===== config.mk =====
export PLATFORM = sky130hd
export DESIGN_NAME = arcade_input_mapper
export DESIGN_NICKNAME = d
export VERILOG_FILES = /design/src/rtl/arcade_input_pkg.sv /design/src/rtl/arcade_input_mapper_coin_shaper.sv /design/src/rtl/arcade_input_mapper.sv
export SDC_FILE = /design/constraint.sdc
export NUM_CORES = 1
export LEC_CHECK = 0
export BUFFER_PORTS_ARGS = -buffer_cell sky130_fd_sc_hd__buf_4
export CAP_MARGIN = 20
export CORE_ASPECT_RATIO = 1.4
export CORE_MARGIN = 2
export CORE_UTILIZATION = 45
export DETAILED_ROUTE_END_ITERATION = 8
export PLACE_DENSITY = 0.75
export RECOVER_POWER = 50
export SKIP_CTS_REPAIR_TIMING = 1
export SYNTH_ARGS = -nofsm -noshare
export SYNTH_HDL_FRONTEND = slang
export SYNTH_SLANG_ARGS = --single-unit

===== constraint.sdc =====
create_clock -name clk_sys -period 3.31 [get_ports clk_sys]
set_clock_uncertainty 0.2 [all_clocks]
set_input_delay 0.8275 -clock clk_sys [delete_from_list [all_inputs] [get_ports clk_sys]]
set_output_delay 0.8275 -clock clk_sys [all_outputs]
set_load 0.05 [all_outputs]

===== src/rtl/arcade_input_pkg.sv =====
// arcade_input_pkg: shared constants, coin FSM states and the rotation helper for arcade_input_mapper
package arcade_input_pkg;
  localparam int JB_RIGHT = 0;
  localparam int JB_FIRE = 4;
  localparam int JB_START1 = 5;
  localparam int JB_START2 = 6;
  localparam int JB_COIN = 7;
  localparam int JB_FIRE2 = 8;
  localparam int P_RIGHT = 0;
  localparam int P_UP = 3;
  localparam int P_FIRE = 4;
  localparam int P_FIRE2 = 5;
  localparam int K_RIGHT1 = 0;
  localparam int K_LEFT1 = 1;
  localparam int K_DOWN1 = 2;
  localparam int K_UP1 = 3;
  localparam int K_FIRE1 = 4;
  localparam int K_FIRE2_1 = 5;
  localparam int K_START1 = 6;
  localparam int K_START2 = 7;
  localparam int K_COIN1 = 8;
  localparam int K_COIN2 = 9;
  localparam int K_RIGHT2 = 10;
  localparam int K_LEFT2 = 11;
  localparam int K_DOWN2 = 12;
  localparam int K_UP2 = 13;
  localparam int K_FIRE_2 = 14;
  localparam int K_FIRE2_2 = 15;
  localparam int K_SERVICE = 16;
  localparam int NKEYS = 17;
  localparam logic [7:0] SC_UP = 8'h75;
  localparam logic [7:0] SC_DOWN = 8'h72;
  localparam logic [7:0] SC_LEFT = 8'h6B;
  localparam logic [7:0] SC_RIGHT = 8'h74;
  localparam logic [7:0] SC_LCTRL = 8'h14;
  localparam logic [7:0] SC_SPACE = 8'h29;
  localparam logic [7:0] SC_ALT = 8'h11;
  localparam logic [7:0] SC_F1 = 8'h05;
  localparam logic [7:0] SC_1 = 8'h16;
  localparam logic [7:0] SC_F2 = 8'h06;
  localparam logic [7:0] SC_2 = 8'h1E;
  localparam logic [7:0] SC_5 = 8'h2E;
  localparam logic [7:0] SC_6 = 8'h36;
  localparam logic [7:0] SC_R = 8'h2D;
  localparam logic [7:0] SC_F = 8'h2B;
  localparam logic [7:0] SC_D = 8'h23;
  localparam logic [7:0] SC_G = 8'h34;
  localparam logic [7:0] SC_A = 8'h1C;
  localparam logic [7:0] SC_S = 8'h1B;
  localparam logic [7:0] SC_T = 8'h2C;
  typedef enum logic [1:0] {ROT_0, ROT_CW, ROT_180, ROT_CCW} rot_e;
  typedef enum logic [1:0] {COIN_IDLE, COIN_PULSE, COIN_WAIT} coin_state_e;
  // d = {up, down, left, right}; result is game direction from physical direction
  function automatic logic [3:0] rotate_dirs(input logic [3:0] d, input rot_e r);
    return r == ROT_CW  ? {d[1], d[0], d[2], d[3]} :
           r == ROT_180 ? {d[2], d[3], d[0], d[1]} :
           r == ROT_CCW ? {d[0], d[1], d[3], d[2]} : d;
  endfunction
endpackage


===== src/rtl/arcade_input_mapper_coin_shaper.sv =====
// coin_shaper: turns a raw coin level into one fixed-width credit pulse with release holdoff
// ports: clk_sys, RESET_N (async active-low), raw (merged coin level), coin (registered pulse)
module coin_shaper
  import arcade_input_pkg::*;
#(
  parameter logic [15:0] COIN_CYCLES = 16'd12000,
  parameter logic [15:0] COIN_HOLDOFF = 16'd60000
) (
  input  logic clk_sys,
  input  logic RESET_N,
  input  logic raw,
  output logic coin
);
  coin_state_e state_q, state_d;
  logic [15:0] cnt_q, cnt_d;
  logic raw_q, coin_q, coin_d;
  always_comb begin
    state_d = state_q;
    cnt_d = cnt_q;
    unique case (state_q)
      COIN_IDLE: if (raw && !raw_q) begin
        state_d = COIN_PULSE;
        cnt_d = '0;
      end
      COIN_PULSE: if (cnt_q == COIN_CYCLES - 16'd1) begin
        state_d = COIN_WAIT;
        cnt_d = '0;
      end else cnt_d = cnt_q + 16'd1;
      COIN_WAIT: if (raw) cnt_d = '0;
      else if (cnt_q == COIN_HOLDOFF - 16'd1) begin
        state_d = COIN_IDLE;
        cnt_d = '0;
      end else cnt_d = cnt_q + 16'd1;
      default: begin
        state_d = COIN_IDLE;
        cnt_d = '0;
      end
    endcase
    coin_d = state_d == COIN_PULSE;
  end
  always_ff @(posedge clk_sys or negedge RESET_N)
    if (!RESET_N) begin
      state_q <= COIN_IDLE;
      cnt_q <= '0;
      raw_q <= 1'b0;
      coin_q <= 1'b0;
    end else begin
      state_q <= state_d;
      cnt_q <= cnt_d;
      raw_q <= raw;
      coin_q <= coin_d;
    end
  assign coin = coin_q;
endmodule


===== src/rtl/arcade_input_mapper.sv =====
// arcade_input_mapper: ps2 key decode + joystick merge, rotation/cocktail, autofire and coin shaping
// in: clk_sys, RESET_N, ps2_key, joystick_0/1, rotate, cocktail, autofire_en
// out (registered): p1/p2 {fire2,fire,up,down,left,right}, start1/2, coin1/2, service
module arcade_input_mapper
  import arcade_input_pkg::*;
#(
  parameter bit JOY_MERGE = 1'b1,
  parameter logic [15:0] COIN_CYCLES = 16'd12000,
  parameter logic [15:0] COIN_HOLDOFF = 16'd60000,
  parameter logic [19:0] AUTOFIRE_DIV = 20'd400000
) (
  input  logic        clk_sys,
  input  logic        RESET_N,
  input  logic [10:0] ps2_key,
  input  logic [15:0] joystick_0,
  input  logic [15:0] joystick_1,
  input  logic [1:0]  rotate,
  input  logic        cocktail,
  input  logic        autofire_en,
  output logic [5:0]  p1,
  output logic [5:0]  p2,
  output logic        start1,
  output logic        start2,
  output logic        coin1,
  output logic        coin2,
  output logic        service
);
  logic tog_q, armed_q, evt, phase_q, phase_d, af_wrap;
  logic [NKEYS-1:0] key_q, key_d, hit;
  logic [8:0] j0_q, j1_q;
  logic [19:0] af_cnt_q, af_cnt_d;
  logic [5:0] j0v, j1v, p1_raw, p2_raw, p1_q, p1_d, p2_q, p2_d;
  logic start1_q, start1_d, start2_q, start2_d, service_q, service_d, coin1_raw, coin2_raw;
  logic [7:0] sc;
  logic ne;
  logic unused_joy_bits;
  assign unused_joy_bits = ^{joystick_0[15:9], joystick_1[15:9]};
  assign sc = ps2_key[7:0];
  assign ne = ~ps2_key[8];
  // armed_q suppresses a false event on the first cycle after reset, when tog_q is not yet valid
  assign evt = armed_q & (ps2_key[10] ^ tog_q);
  always_comb begin
    hit = '0;
    hit[K_UP1] = sc == SC_UP;
    hit[K_DOWN1] = sc == SC_DOWN;
    hit[K_LEFT1] = sc == SC_LEFT;
    hit[K_RIGHT1] = sc == SC_RIGHT;
    hit[K_FIRE1] = ne & (sc == SC_SPACE | sc == SC_LCTRL);
    hit[K_FIRE2_1] = ne & (sc == SC_ALT);
    hit[K_START1] = ne & (sc == SC_F1 | sc == SC_1);
    hit[K_START2] = ne & (sc == SC_F2 | sc == SC_2);
    hit[K_COIN1] = ne & (sc == SC_5);
    hit[K_COIN2] = ne & (sc == SC_6);
    hit[K_UP2] = ne & (sc == SC_R);
    hit[K_DOWN2] = ne & (sc == SC_F);
    hit[K_LEFT2] = ne & (sc == SC_D);
    hit[K_RIGHT2] = ne & (sc == SC_G);
    hit[K_FIRE_2] = ne & (sc == SC_A);
    hit[K_FIRE2_2] = ne & (sc == SC_S);
    hit[K_SERVICE] = ne & (sc == SC_T);
    key_d = evt ? (key_q & ~hit) | (hit & {NKEYS{ps2_key[9]}}) : key_q;
    af_wrap = af_cnt_q == AUTOFIRE_DIV - 20'd1;
    af_cnt_d = af_wrap ? '0 : af_cnt_q + 20'd1;
    phase_d = af_wrap ? ~phase_q : phase_q;
    j0v = {j0_q[JB_FIRE2], j0_q[JB_FIRE:JB_RIGHT]};
    j1v = {j1_q[JB_FIRE2], j1_q[JB_FIRE:JB_RIGHT]};
    p1_raw = key_q[K_FIRE2_1:K_RIGHT1] | j0v | (JOY_MERGE ? j1v : 6'd0);
    p2_raw = key_q[K_FIRE2_2:K_RIGHT2] | j1v | (JOY_MERGE ? j0v : 6'd0);
    p1_d = {p1_raw[P_FIRE2], p1_raw[P_FIRE] & (~autofire_en | phase_q),
            rotate_dirs(p1_raw[P_UP:P_RIGHT], rot_e'(rotate))};
    // cocktail adds a half turn for the player sitting opposite
    p2_d = {p2_raw[P_FIRE2], p2_raw[P_FIRE] & (~autofire_en | phase_q),
            rotate_dirs(p2_raw[P_UP:P_RIGHT], rot_e'(rotate + {cocktail, 1'b0}))};
    start1_d = key_q[K_START1] | j0_q[JB_START1] | (JOY_MERGE & j1_q[JB_START1]);
    start2_d = key_q[K_START2] | j1_q[JB_START2] | (JOY_MERGE & j0_q[JB_START2]);
    coin1_raw = key_q[K_COIN1] | j0_q[JB_COIN] | (JOY_MERGE & j1_q[JB_COIN]);
    coin2_raw = key_q[K_COIN2] | j1_q[JB_COIN] | (JOY_MERGE & j0_q[JB_COIN]);
    service_d = key_q[K_SERVICE];
  end
  always_ff @(posedge clk_sys or negedge RESET_N)
    if (!RESET_N) begin
      tog_q <= 1'b0;
      armed_q <= 1'b0;
      key_q <= '0;
      j0_q <= '0;
      j1_q <= '0;
      af_cnt_q <= '0;
      phase_q <= 1'b1;
      p1_q <= '0;
      p2_q <= '0;
      start1_q <= 1'b0;
      start2_q <= 1'b0;
      service_q <= 1'b0;
    end else begin
      tog_q <= ps2_key[10];
      armed_q <= 1'b1;
      key_q <= key_d;
      j0_q <= joystick_0[8:0];
      j1_q <= joystick_1[8:0];
      af_cnt_q <= af_cnt_d;
      phase_q <= phase_d;
      p1_q <= p1_d;
      p2_q <= p2_d;
      start1_q <= start1_d;
      start2_q <= start2_d;
      service_q <= service_d;
    end
  coin_shaper #(.COIN_CYCLES(COIN_CYCLES), .COIN_HOLDOFF(COIN_HOLDOFF)) u_coin1 (
    .clk_sys(clk_sys), .RESET_N(RESET_N), .raw(coin1_raw), .coin(coin1));
  coin_shaper #(.COIN_CYCLES(COIN_CYCLES), .COIN_HOLDOFF(COIN_HOLDOFF)) u_coin2 (
    .clk_sys(clk_sys), .RESET_N(RESET_N), .raw(coin2_raw), .coin(coin2));
  assign p1 = p1_q;
  assign p2 = p2_q;
  assign start1 = start1_q;
  assign start2 = start2_q;
  assign service = service_q;
endmodule

# Word-level counts from Yosys, hierarchy flattened
# Index checks and enable logic that the tools add are counted.
# op_classes
magnitude_cmp	0
mux	27
multipliers	0
eq_ne	39
n_reduce_logical	6
bitwise_logic	40
shifts	0
div	0
addsub	4
# ops
op	n
$mux W16	8
$pmux W16 S3	2
$eq A8 B6 Y1 const B	8
$eq A8 B5 Y1 const B	6
$and A17 B17 Y17	2
$add A16 B1 Y16 const B	2
$eq A16 B14 Y1 const B	2
$eq A16 B16 Y1 const B	2
$eq A8 B7 Y1 const B	4
$mux W4	6
$or A6 B6 Y6	4
$add A20 B1 Y20 const B	1
$eq A20 B19 Y1 const B	1
$mux W20	1
$not A17 Y17	1
$or A17 B17 Y17	1
$and A1 B1 Y1	16
$eq A8 B3 Y1 const B	2
$mux W2	8
$eq A2 B1 Y1 const B	6
$eq A2 B2 Y1 const B	6
$or A1 B1 Y1	12
$pmux W2 S3	2
$logic_not A2 Y1	2
6 further kinds	11
# totals
n_memories	0
latch_bits	0
ram_bits	0
output_inout_bits	17
romBits	0
elab_cells	136
register_bits	113

# Depth between registers and ports, before layout
# Gate-level depths: netlist of run 1.
# depth
word_depth	6
depth_mapped	8

# Modules after synthesis
# A second synthesis of run 1 with hierarchy kept.
# unflattened
cells_unflattened	499
area_unflattened_um2	5460.2
# by_module_without_submodules
mod	area_per_inst_um2	cells_per_inst	n_inst
arcade_input_mapper	3103.0	247	1
coin_shaper	1178.6	126	2

# Worst setup path after synthesis of run 1
# Ideal clock, no wire load.
# synth_path
path_type	input -> register
from	in rotate[1]
to	reg p2_q[1] (netlist: p2[1])
cell_stages	4
setup_time_ns	0.064
arrival_ns	2.018
setup_slack_ns	1.027
n_path_buf	1
path_cell_list	clkbuf_1 -> xnor2_1 -> mux4_2 -> inv_1
# synth_between
elab_chain_cells	5
# synth_lines
element	line	text
start: declaration	arcade_input_mapper.sv:17	input logic [1:0] rotate,
$add A2 B2 Y2 (*)	arcade_input_mapper.sv:73	rotate_dirs(p2_raw[P_UP:P_RIGHT], rot_e'(rotate + {cocktail, 1'b0}))};
$eq A2 B2 Y1	arcade_input_pkg.sv:57	r == ROT_CCW ? {d[0], d[1], d[3], d[2]} : d;
$mux W4	arcade_input_pkg.sv:57	
$mux W4	arcade_input_pkg.sv:56	r == ROT_180 ? {d[2], d[3], d[0], d[1]} :
$mux W4 (*)	arcade_input_pkg.sv:55	return r == ROT_CW ? {d[1], d[0], d[2], d[3]} :
net p2_d[1]	arcade_input_mapper.sv:32	logic [5:0] j0v, j1v, p1_raw, p2_raw, p1_q, p1_d, p2_q, p2_d;
end signal: assignment	arcade_input_mapper.sv:103	p2_q <= p2_d;
end: declaration	arcade_input_mapper.sv:32	
# Mark *: on every way through the listed nets, which the timed path passes. The rest lies on a longest branch.
# A chain may end at the register's enable or synchronous reset.

# Final worst setup path of run 1
# layout_path
from	reg j0_q[7]
to	reg u_coin1.cnt_q[11]
# layout_between
elab_chain_cells	4
# layout_lines
element	line	text
start: declaration	arcade_input_mapper.sv:30	logic [8:0] j0_q, j1_q;
start signal: assignment	arcade_input_mapper.sv:98	j0_q <= joystick_0[8:0];
$or A1 B1 Y1 (*) (2 in series)	arcade_input_mapper.sv:76	coin1_raw = key_q[K_COIN1] | j0_q[JB_COIN] | (JOY_MERGE & j1_q[JB_COIN]);
$mux W16 / $logic_and A1 B1 Y1 (equally long branches)	arcade_input_mapper_coin_shaper.sv:29, arcade_input_mapper_coin_shaper.sv:21	
$pmux W16 S3 / $ne A2 B1 Y1 (equally long branches)	n/a	
end signal: assignment	arcade_input_mapper_coin_shaper.sv:49	cnt_q <= cnt_d;
end: declaration	arcade_input_mapper_coin_shaper.sv:15	logic [15:0] cnt_q, cnt_d;
# Every way passes the cells marked *; elsewhere a longest branch is shown, timed or not.

==> results of run 1 <==
cell usage in the layout, fill, tap and decap left out, drive strengths merged, types with 4 or more instances in the layout:
cell    instances
dfrtp         112
nand2          45
nand3          42
clkbuf         40
buf            35
nor2           33
inv            24
nor3           22
mux2           18
a21oi          18
xnor2          13
nand4          13
o21ai          13
ha             11
nor2b          10
a31oi          10
mux2i           9
o22ai           9
and4            9
nand2b          8
xor2            8
clkinv          8
and3            7
and2            6
o31ai           6
o311ai          6
or3             6
nor4            5
o211ai          4
mux4            4
metal layers:
metal | GRT usage | wire (um) | up-vias
met1 | 0.221 | 4690 | 2026
met4 | 0.0665 | 82 | 0
met3 | 0.0474 | 487 | 8
met5 | 0 | 0 | -
li1 | - | - | 1976
met2 | 0.313 | 5810 | 99
how the worst min path moves through the flow:
stage | startpoint | endpoint | slack [ns] | cells past startpoint
after floorplan | flip-flop | service | 0.15 | 0
after global placement | flip-flop | service | 0.16 | 0
after detailed placement | flip-flop | service | 0.17 | 0
after CTS | RESET_N | u_coin2.cnt_q[12] | 0.17 | 1
after global routing | flip-flop | service | 0.19 | 0
final | flip-flop | service | 0.18 | 0
cells by family after synthesis:
group / share of synthesized area
flops: 0.519
fa+ha+maj: 0.0253
xor+xnor: 0.0338
other cells: 0.000688
compound gates: 0.0928
simple gates: 0.225
buf+inv: 0.0326
mux: 0.0703
cells in the mapped netlist, types with 8 or more instances:
cell type / instances / area [um^2]
dfrtp_1: 112 / 2800
nand2_1: 44 / 165
nand3_1: 42 / 210
nor2_1: 33 / 124
inv_1: 24 / 90.1
nor3_1: 20 / 100
a21oi_1: 18 / 90.1
mux2_2: 18 / 203
xnor2_1: 13 / 114
nand4_1: 12 / 75.1
o21ai_0: 12 / 60.1
ha_1: 11 / 138
a31oi_1: 10 / 62.6
nor2b_1: 10 / 62.6
mux2i_1: 9 / 90.1
nand2b_1: 8 / 50.1
xor2_1: 8 / 70.1
critical path, delay by kind of cell, from the launching register on:
kind	cells	cell delay (ns)
simple gates	3	1.08
flops	1	0.39
compound gates	2	0.94
power groups by stage:
stage	combinational (mW)	sequential (mW)	clock (mW)
final	0.609	1.49	1.79
after global routing	0.670	1.50	1.91
after CTS	0.613	1.49	1.83
after detailed placement	0.608	1.51	0
after global placement	0.585	1.51	0
after floorplan	0.333	1.60	0
area by class of cell:
cell class | instances | area, um^2 | area share
clock buffer | 19 | 443 | 0.0677
tap | 147 | 184 | 0.0281
timing repair buffer | 56 | 425 | 0.0650
sequential | 113 | 2830 | 0.432
inverter | 24 | 90.1 | 0.0138
clock inverter | 12 | 141 | 0.0216
multi-input combinational | 362 | 2430 | 0.372
==> flow_summary.yaml, run 1 <==
run_status:
  failed_checks: "max-capacitance violations, max-slew violations"
  status: "finished, violations left"
floorplanning:
  num_io_pins: 66
  initial_core_util: 0.461
  dieArea_mm2: 0.0130
  fp.dieW_um: 97
  core_mm2: 0.0118
  die_y_um: 134
  rows: 47
placed_design:
  dp_slack_ns: 0.695
  post_dp_cell_area_mm2: 0.00598
  dp_hpwl_um: 7760
  placed_cells: 702
  gp_congestion: 0.842
  port-buffer-count: 51
power_and_ir_drop:
  power_density_mw_per_mm2: 595
  p_comb_frac: 0.156
  p_int_mw: 2.84
  power.leakage_nw: 2.81
  seqPwrFrac: 0.383
  clkPwrFrac: 0.461
  p_sw_frac: 0.270
  power.total_mw: 3.89
  irDropWorstVdd_v: 0.000385
  p_switching_mw: 1.05
synthesis:
  synth_ff_type: "dfrtp_1"
  synth-seq-cells: 113
  avgSynthCellArea_um2: 10.6
  synth_nets: 572
  async_flop_share: 1.00
  synth.distinct_cells: 59
  yosys_warnings: 0
  syn-cell-area_mm2: 0.00545
  syn_inst: 512
  ys_seq_area_frac: 0.519
  synth-edff-count: 0
clocking:
  cts_buffers: 17
  clk_latency_ns: 0.40
  cts_root_buf: "clkbuf_16"
  cts_tree: "built"
  clock_path_buffers: 2
  clk_pin_slew_ns: 0.05
  cts_sinks: 113
  htree_levels: 4
critical_path:
  reg2regPathDepth: 5
  r2r_end: "u_coin1.cnt_q[11]"
  end_kind: "flip-flop"
  critPathArrivalTime_ns: 2.82
  r2r-start: "j0_q[7]"
  rrSetupSlack_ns: 0.59
  crit_start: "j0_q[7]"
  endpoint: "u_coin1.cnt_q[11]"
  crit_path_start_kind: "flip-flop"
  cp_max_fo: 17
  crit_chain: "nor3_1 -> nand3_1 -> o22ai_2 -> nand2_2 -> o311ai_1"
  critPathSlowestCell: "o22ai_2"
  cpPeakStageDelay_ns: 0.61
  crit_type: "flip-flop to flip-flop"
  crit_required_ns: 3.41
global_route:
  grt_max_degree: 48
  grt_antenna_before_repair: 0
  grt_overflow: 0
  gr-usage-all-layers: 0.182
  grt_pass1_vias: 4171
  grt_pass1_wl_um: 19300
sta:
  worstMarginPinSlew_ns: 1.80
  hold_viol: 0
  fin_crit_sh: 0.821
  relSlewSlack: -0.202
  setup_slack_ns: 0.591
  finalCriticalPeriod_ns: 2.72
  fmax_mhz: 368
  drv_slew: 30
  whs_ns: 0.182
  finalSetupViolations: 0
  rsz0062_at_grt: "no"
  tns_ns: 0
drt:
  wire_per_inst_um: 15.1
  vias: 4109
  drt-initial-drc-count: 242
  wl_um: 11100
  post_drt_via_cell_ratio: 5.61
  drcViolationCount: 0
  ant_nets: 0
  drtPass1Iterations: 5
cells_and_area:
  fin_cells: 733
  final_cell_area_mm2: 0.00655
  syn_to_final_growth_pct: 20.1
  nFillCells: 977
  final_util: 0.554
  diodes: 0
  fin_nets: 634
  layout-drive-gt1-share: 0.205
min_path:
  worstHoldPathType: "flip-flop to flip-flop"
run:
  maxCapViolCount: 1
Power figures use the tool's default switching activity.
==> run 2, diff against run 1 <==
--- a/config.mk
+++ b/config.mk
@@ -11,7 +11,7 @@
 export CORE_MARGIN = 2
 export CORE_UTILIZATION = 45
 export DETAILED_ROUTE_END_ITERATION = 8
-export PLACE_DENSITY = 0.75
+export PLACE_DENSITY = 0.78
 export RECOVER_POWER = 50
 export SKIP_CTS_REPAIR_TIMING = 1
 export SYNTH_ARGS = -nofsm -noshare
==> constraint.sdc (replaced) <==
create_clock -name clk_sys -period 2.23 [get_ports clk_sys]
set_clock_uncertainty 0.2 [all_clocks]
set_input_delay 0.5575 -clock clk_sys [delete_from_list [all_inputs] [get_ports clk_sys]]
set_output_delay 0.5575 -clock clk_sys [all_outputs]
set_load 0.05 [all_outputs]
==> run 2 against run 1 <==
  * Final area is 5.0% higher
  * Highest routed layer unchanged
  * Maximum frequency grew 26%
  * Via count increased by 7.4%
  * Clock power grew 62%
  * The run now ends clean
  * Global-route usage increased by 2.3 points
  * Critical path depth increased by 1
  * Power up 57%
  * Sequential power is 48% higher
==> flow_summary.yaml, run 2 (synthesized netlist as in run 1, its figures left out) <==
run_status:
  status: "complete, no violations"
floorplanning:
  fp.dieW_um: 97
  core_mm2: 0.0118
  num_io_pins: 66
  dieArea_mm2: 0.0130
  rows: 47
  initial_core_util: 0.461
  die_y_um: 134
critical_path:
  crit_type: "flip-flop to flip-flop"
  r2r-start: "u_coin1.cnt_q[12]"
  crit_required_ns: 2.31
  cp_max_fo: 8
  reg2regPathDepth: 6
  r2r_end: "u_coin1.cnt_q[3]"
  end_kind: "flip-flop"
  rrSetupSlack_ns: 0.07
  critPathArrivalTime_ns: 2.25
  crit_path_start_kind: "flip-flop"
drt:
  m1WireLength_um: 4880
  wl_met2_um: 6940
  top_layer: "met4"
  drcViolationCount: 0
  wl_met3_um: 541
  ant_nets: 0
  vias: 4412
  wire_per_inst_um: 16.5
  wl_um: 12600
  post_drt_via_cell_ratio: 5.77
  drt-initial-drc-count: 253
  drtPass1Iterations: 4
sta:
  relSlewSlack: 0.553
  fmax_mhz: 462
  hold_viol: 0
  finalCriticalPeriod_ns: 2.16
  tns_ns: 0
  worstMarginPinSlew_ns: 0.671
  drv_slew: 0
  fin_crit_sh: 0.970
  finalSetupViolations: 0
cells_and_area:
  syn_to_final_growth_pct: 26.1
  seqCellArea_mm2: 0.00283
  diodes: 0
  final_common_cell: "dfrtp_1"
  nFillCells: 921
  fin_nets: 665
  multi_input_area_mm2: 0.00247
  layout-drive-gt1-share: 0.249
  final_cell_mix: "dfrtp_1 (111), buf_4 (63), nand2_1 (44), nand3_1 (42), nor2_1 (33)"
  final_util: 0.581
clocking:
  clk_latency_ns: 0.41
  cts_root_buf: "clkbuf_16"
  cts_sinks: 113
  htree_levels: 4
  cts_tree: "built"
  clk_pin_slew_ns: 0.06
  clock_path_buffers: 2
  cts_buffers: 17
global_route:
  grt_max_degree: 55
  grt_pass1_vias: 4649
  grt_pass1_wl_um: 21600
  grt_overflow: 0
  grt_antenna_before_repair: 0
  gr-usage-all-layers: 0.205
min_path:
  min_path_cells: 1
  min_to: "j1_q[3]"
  hp-start: "joystick_1[3]"
  worstHoldPathType: "input pin to flip-flop"
placed_design:
  gp_congestion: 0.864
  dp_hpwl_um: 8590
  port-buffer-count: 51
run:
  maxCapViolCount: 0
power_and_ir_drop:
  power_density_mw_per_mm2: 890
  power.leakage_nw: 3.02
  irDropWorstVdd_v: 0.000803
-- run 2: cell types whose count changed in the layout (fill, tap and decap cells not counted), moves of 2 or more --
cell        change
nor4_2          -2
clkinvlp_4      +2
buf_4          +29
clkinv_2        -4
nor4_4          +2
-- run 2: worst max path at each step --
stage                 startpoint                 to  slack [ns]
6_report       u_coin1.cnt_q[12]   u_coin1.cnt_q[3]        0.07
2_1_floorplan   u_coin2.cnt_q[0]  u_coin2.cnt_q[12]        0.16
3_5_place_dp    u_coin2.cnt_q[0]   u_coin2.cnt_q[4]        0.04
4_1_cts         u_coin2.cnt_q[0]  u_coin2.cnt_q[10]       0.008
5_1_grt         u_coin2.cnt_q[0]       u_coin2.coin     -0.0006
3_3_place_gp    u_coin2.cnt_q[0]   u_coin2.cnt_q[4]        0.12
-- run 2: critical path, cell delays in order (launching register included) --
cell	delay, ns
dfrtp_2	0.45
or3b_1	0.41
nor4_4	0.33
o22ai_2	0.16
buf_4	0.20
a21oi_1	0.18
o22ai_1	0.11
-- run 2: per-stage QoR --
step                instances  hold slack (ns)  setup slack (ns)  total power [mW]  area (um^2)
floorplan                 512           0.0619             0.160              2.87         5450
global placement          730            0.158             0.121              3.18         6200
detailed placement        730            0.166            0.0402              3.23         6200
CTS                       762           -0.142           0.00800              6.14         6840
global route              765           0.0544         -0.000565              6.35         6870
finish                    765           0.0693            0.0677              6.12         6870
-- run 2: area by class of cell --
| type | count | area share |
|---|---|---|
| clock buffers | 19 | 0.0659 |
| multi-input cells | 362 | 0.359 |
| well taps | 147 | 0.0268 |
| flip-flops and latches | 113 | 0.412 |
| clock inverters | 13 | 0.0268 |
| inverters | 24 | 0.0131 |
| repair buffers | 87 | 0.0963 |
-- run 2: metal layers --
metal / track usage / vias up
met5: 0 / -
met4: 0.0798 / 0
met3: 0.0474 / 27
met2: 0.380 / 128
met1: 0.225 / 2208
li1: - / 2049
-- run 2: report_power, final --
| part | leakage (nW) | total, mW | switching, mW | internal [mW] |
|---|---|---|---|---|
| clock | 0.305 | 2.90 | 0.973 | 1.93 |
| combinational | 1.27 | 1.01 | 0.645 | 0.367 |
| sequential | 1.45 | 2.21 | 0.0571 | 2.15 |
